`config.mk`:
```
export PLATFORM = sky130hd
export DESIGN_NAME = cpu_state_sequencer
export DESIGN_NICKNAME = d
export VERILOG_FILES = /design/src/rtl/cpu_state_sequencer.sv
export SDC_FILE = /design/constraint.sdc
export NUM_CORES = 1
export LEC_CHECK = 0
export BUFFER_PORTS_ARGS = -buffer_cell sky130_fd_sc_hd__buf_2
export CORE_ASPECT_RATIO = 0.8
export CORE_MARGIN = 5
export CORE_UTILIZATION = 47
export DETAILED_ROUTE_END_ITERATION = 8
export PLACE_DENSITY = 0.69
export SYNTH_ARGS = -nofsm -noshare
export SYNTH_HDL_FRONTEND = slang
export SYNTH_SLANG_ARGS = --single-unit
```
`constraint.sdc`:
```
create_clock -name clk -period 2.27 [get_ports clk]
set_clock_uncertainty 0.15 [all_clocks]
set_input_delay 0.1135 -clock clk [delete_from_list [all_inputs] [get_ports clk]]
set_output_delay 0.1135 -clock clk [all_outputs]
set_load 0.01 [all_outputs]
```
`src/rtl/cpu_state_sequencer.sv`:
```
// Multicycle FETCH/DECODE/EXEC1/EXEC2 sequencer with bus/multdiv stall handling,
// program halt and a stall watchdog. Optional counters under SEQ_PERF_COUNTERS_EN.
module cpu_state_sequencer #(
  parameter int STATE_W        = 4,
  parameter int TIMEOUT_CYCLES = 1024,
  parameter int CNT_W          = 32
) (
  input  logic               clk,
  input  logic               reset,
  input  logic               waitrequest,
  input  logic               mem_rd_exec1,
  input  logic               multdiv_busy,
  input  logic               halt_req,
  output logic [STATE_W-1:0] state,
  output logic               active,
  output logic               retire,
  output logic               stall,
  output logic               bus_fault
`ifdef SEQ_PERF_COUNTERS_EN
  ,
  output logic [CNT_W-1:0]   cycle_count,
  output logic [CNT_W-1:0]   instr_count
`endif
);

  localparam logic [STATE_W-1:0] S_HALT   = STATE_W'(0);
  localparam logic [STATE_W-1:0] S_FETCH  = STATE_W'(1);
  localparam logic [STATE_W-1:0] S_DECODE = STATE_W'(2);
  localparam logic [STATE_W-1:0] S_EXEC1  = STATE_W'(3);
  localparam logic [STATE_W-1:0] S_EXEC2  = STATE_W'(4);

  logic [STATE_W-1:0] state_q;
  logic [STATE_W-1:0] state_d;
  logic               hold_exec1;
  logic               wd_expire;

  // multdiv_busy alone is enough to hold EXEC1, even once the load has completed.
  assign hold_exec1 = (mem_rd_exec1 & waitrequest) | multdiv_busy;

  always_ff @(posedge clk or posedge reset) begin
    if (reset) state_q <= S_FETCH;
    else       state_q <= state_d;
  end

  always_comb begin
    state_d = S_FETCH;
    case (state_q)
      S_FETCH:  state_d = waitrequest ? S_FETCH : S_DECODE;
      S_DECODE: state_d = S_EXEC1;
      S_EXEC1:  state_d = hold_exec1 ? S_EXEC1 : S_EXEC2;
      S_EXEC2:  state_d = waitrequest ? S_EXEC2 : (halt_req ? S_HALT : S_FETCH);
      S_HALT:   state_d = S_HALT;
      default:  state_d = S_FETCH;
    endcase
    if (wd_expire) state_d = S_HALT;
  end

  always_comb begin
    stall  = 1'b0;
    retire = 1'b0;
    case (state_q)
      S_FETCH: stall = waitrequest;
      S_EXEC1: stall = hold_exec1;
      S_EXEC2: begin
        stall  = waitrequest;
        retire = ~waitrequest;
      end
      default: begin
        stall  = 1'b0;
        retire = 1'b0;
      end
    endcase
  end

  assign state  = state_q;
  assign active = (state_q != S_HALT);

  generate
    if (TIMEOUT_CYCLES > 0) begin : g_wd
      localparam logic [CNT_W-1:0] WD_LAST = CNT_W'(TIMEOUT_CYCLES - 1);
      logic [CNT_W-1:0] wd_cnt;
      logic             fault_q;

      // Counts consecutive stall cycles; holding at WD_LAST keeps it from wrapping.
      always_ff @(posedge clk or posedge reset) begin
        if (reset) begin
          wd_cnt  <= '0;
          fault_q <= 1'b0;
        end else begin
          if (!stall)                wd_cnt <= '0;
          else if (wd_cnt != WD_LAST) wd_cnt <= wd_cnt + 1'b1;
          if (wd_expire) fault_q <= 1'b1;
        end
      end

      assign wd_expire = stall && (wd_cnt == WD_LAST);
      assign bus_fault = fault_q;
    end else begin : g_no_wd
      assign wd_expire = 1'b0;
      assign bus_fault = 1'b0;
    end
  endgenerate

`ifdef SEQ_PERF_COUNTERS_EN
  // Both counters stop in HALT because active and retire are low there.
  always_ff @(posedge clk or posedge reset) begin
    if (reset) begin
      cycle_count <= '0;
      instr_count <= '0;
    end else begin
      if (active) cycle_count <= cycle_count + 1'b1;
      if (retire) instr_count <= instr_count + 1'b1;
    end
  end
`endif

endmodule

```
==> results by group <==
Synthesis
  • Post-synth net total: approximately 220
  • Ys Warns: 0
  • Mapped Cells: approximately 220
  • Synthesized flop and latch total: 36
  • Library cells used by synthesis: 54
  • Ys async rst share: 1.00
  • Syn Area/Cell: around 9.5 um2
  • Register area share after synthesis: 0.440
  • EDFF count, synth: 0
  • Cell area after synthesis: about 2000 um2
  • Dominant synthesized flop cell: dfrtp_1

Timing
  • Final Hold Slack: 0.0164 ns
  • Minimum clock period: roughly 2.1 ns
  • Max-slew violation count: 0
  • Post-route setup slack: between 0.15 and 0.2 ns
  • Setup Viol. Count Final: 0
  • Top achievable clock speed: between 400 and 500 MHz
  • Fin crit share: 0.934
  • Setup_tns: 0 ns
  • Fin. Hold Viols: 0
  • RSZ-0062 raised after global routing: false

Power and ir drop
  • Peak VDD IR: around 0.41 mV
  • Total power: around 1.7 mW
  • Combinational power share: 0.261
  • Power Density: about 730 nW/um2
  • P_int: 1.10 mW
  • Clock Power Share: 0.287
  • Switching share of total power: 0.340
  • Register share of total power: 0.452
  • P_leak: between 0.9 and 1 nW
  • Sw Pwr: between 0.5 and 0.6 mW

Place
  • DP Area: 2150 um2
  • I/O Buffers: 12
  • Gpl congestion: 0.770
  • DP Wirelength: 2.78 mm
  • DP Worst Slack: between 0.1 and 0.15 ns

Clock tree
  • CTS tree: done
  • CTS Buf Count: 5
  • CTS sink cnt: 36
  • Clock Tree Root: clkbuf_8
  • Clock latency on the worst-skew pair: 0.29 ns
  • Clock slew at reported path FFs: ~0.07 ns
  • H-tree levels: 2
  • CTS max path bufs: 2

Floorplan
  • Core ar.: around 4200 um2
  • Row Count: 21
  • Die H: between 60 and 70 um
  • Die area: 5790 um2
  • Effective utilization at floorplan: 0.487
  • # IOs: 14
  • DIE WIDTH: ~84 um

Setup path
  • Crit-path max FO: 11
  • Critical path's top delay family: simple AND/OR/NAND/NOR gates
  • Cell count along the critical path: 6
  • Worst path max stage delay: about 0.5 ns
  • WP data arrival: 2.15 ns
  • Crit Path Class: register to register
  • Critical path buffers and inverters: 0
  • R2R depth: 6
  • Critical path required time: between 2 and 2.5 ns
  • CP cell instances: ha_1 -> nand3_1 -> or3b_4 -> nor4b_1 -> xnor2_1 -> nor2_2
  • CP max-delay cell: or3b_4
  • Crit path launch type: register
  • Critical path endpoint category: register

Run
  • Number of max-cap violations: 0

Drt
  • Detailed-route DRC error count: 0
  • Post-route antenna net violation count: 0
  • DRT Pass-1 Iters: 4
  • Final WL: between 4 and 5 mm
  • Routed WL per cell: 14.1 um
  • Vias: 1646
  • DR iter-0 viols: approximately 200
  • Via-to-Cell Ratio: ~5.6

Finish
  • Nets@finish: between 200 and 250
  • Ant. Diodes: 0
  • Synth-to-Final Area Change: 11.8%
  • Final instance area: ~2300 um2
  • Share of cells above drive strength 1: 0.198

GRT
  • Largest net degree at the start of global routing: 37
  • GR Overflow Total: 0
  • Vias in the first global route: around 1500
  • Global Route Usage Sum: 0.153
  • Initial antenna violation count: 0
  • Global-route wire length before repair: between 7 and 8 mm

Hold path
  • Worst Hold Class: primary input to register
  • Hold Path Stages: 4

Status
  • Status: finished, final reports clean
==> cell families after synthesis <==
logic type | Yosys count | synth area share
other cells | 1 | 0.00183
fa+ha+maj | 1 | 0.00611
compound gates | 33 | 0.0971
simple gates | 107 | 0.314
flops | 36 | 0.440
mux | 1 | 0.00489
buf+inv | 18 | 0.0544
xor+xnor | 19 | 0.0812
==> flip-flops by register name (all words and copies together), names as in the netlist <==
register	flops
bus_fault	1
state	3
g_wd.wd_cnt	32
==> timing repair <==
| item | 4_1_cts | 5_1_grt |
|---|---|---|
| hold buffers | 2 | 0 |
| setup buffers | 0 | 3 |
| hold endpoints to repair | 36 | 0 |
| setup endpoints to repair | 0 | 1 |
| gates resized for setup | 0 | 1 |
==> path summary, 6_finish.rpt <==
kind	endpoint	from	slack (ns)
max	g_wd.wd_cnt[28]	g_wd.wd_cnt[0]	0.15
min	state[2]	multdiv_busy	0.02
min in group asynchronous	g_wd.wd_cnt[17]	reset	0.31
max reg2reg	g_wd.wd_cnt[28]	g_wd.wd_cnt[0]	0.15
max in group asynchronous	state[0]	reset	1.31
min reg2reg	bus_fault	bus_fault	0.31
==> worst reg2reg max path, delay by kind of cell (launching register included) <==
family	cells	cell delay (ns)
simple gates	4	1.04
flops	1	0.41
xor+xnor	1	0.19
fa+ha+maj	1	0.23
==> metrics by stage <==
step | utilization | instances
floorplan | - | 216
global placement | 0.512 | 281
detailed placement | 0.512 | 281
CTS | 0.538 | 291
global route | 0.545 | 294
finish | 0.545 | 294
==> placed cells by master (no fill, tap or decap), drive strengths merged, types with 2 or more instances in the layout <==
master	instances
o31ai	2
or4	5
and2	2
nand4	6
clkinv	2
or2	2
xnor2	15
clkbuf	6
inv	5
nand3	16
or3	5
xor2	4
a31oi	3
o21ai	11
and3	3
dfrtp	35
o21a	2
o211ai	2
nor3	8
buf	23
nor2	28
nor4	12
o31a	2
or3b	2
dlygate4sd3	2
a21oi	9
and4	3
nand2	9
==> power groups by stage <==
stage	clock network, mW	registers (mW)	logic (mW)
2_1_floorplan	0	0.749	0.261
3_3_place_gp	0	0.766	0.377
3_5_place_dp	0	0.765	0.380
4_1_cts	0.493	0.752	0.385
5_1_grt	0.519	0.764	0.484
6_report	0.479	0.755	0.435
==> area by class of cell <==
| class | instances | area, um2 |
|---|---|---|
| clock buffer | 6 | 82.6 |
| sequential | 36 | 902 |
| fill | 388 | 1910 |
| multi-input combinational | 162 | 1030 |
| tap | 57 | 71.3 |
| timing repair buffer | 25 | 163 |
| clock inverter | 2 | 10.0 |
| inverter | 6 | 26.3 |
==> synthesized netlist by cell type, types with 2 or more instances <==
| library cell | n | area share |
|---|---|---|
| dfrtp_1 | 35 | 0.43 |
| nor2_1 | 25 | 0.046 |
| nand3_1 | 16 | 0.039 |
| xnor2_1 | 15 | 0.064 |
| o21ai_0 | 10 | 0.024 |
| a21oi_1 | 9 | 0.022 |
| nand2_1 | 9 | 0.016 |
| nor4_1 | 9 | 0.027 |
| nor3_1 | 8 | 0.020 |
| inv_1 | 5 | 0.0092 |
| nand4_1 | 5 | 0.015 |
| or3_1 | 5 | 0.015 |
| buf_2 | 4 | 0.0098 |
| or4_1 | 4 | 0.015 |
| xor2_1 | 4 | 0.017 |
| a31oi_1 | 3 | 0.0092 |
| and4_1 | 3 | 0.013 |
| nor2_2 | 3 | 0.0092 |
| and2_1 | 2 | 0.0061 |
| buf_4 | 2 | 0.0073 |
| buf_6 | 2 | 0.011 |
| clkbuf_1 | 2 | 0.0037 |
| nor4_4 | 2 | 0.021 |
| o211ai_1 | 2 | 0.0073 |
| o21a_1 | 2 | 0.0073 |
| o31ai_1 | 2 | 0.0073 |
==> per-layer routing <==
| metal | GRT usage | vias to the layer above | wire [um] |
|---|---|---|---|
| met4 | 0.0554 | 0 | 40 |
| li1 | - | 824 | - |
| met1 | 0.243 | 788 | 2230 |
| met5 | 0 | - | 0 |
| met2 | 0.187 | 30 | 1710 |
| met3 | 0.0512 | 4 | 166 |
No activity file was read; power rests on OpenSTA's default activity.
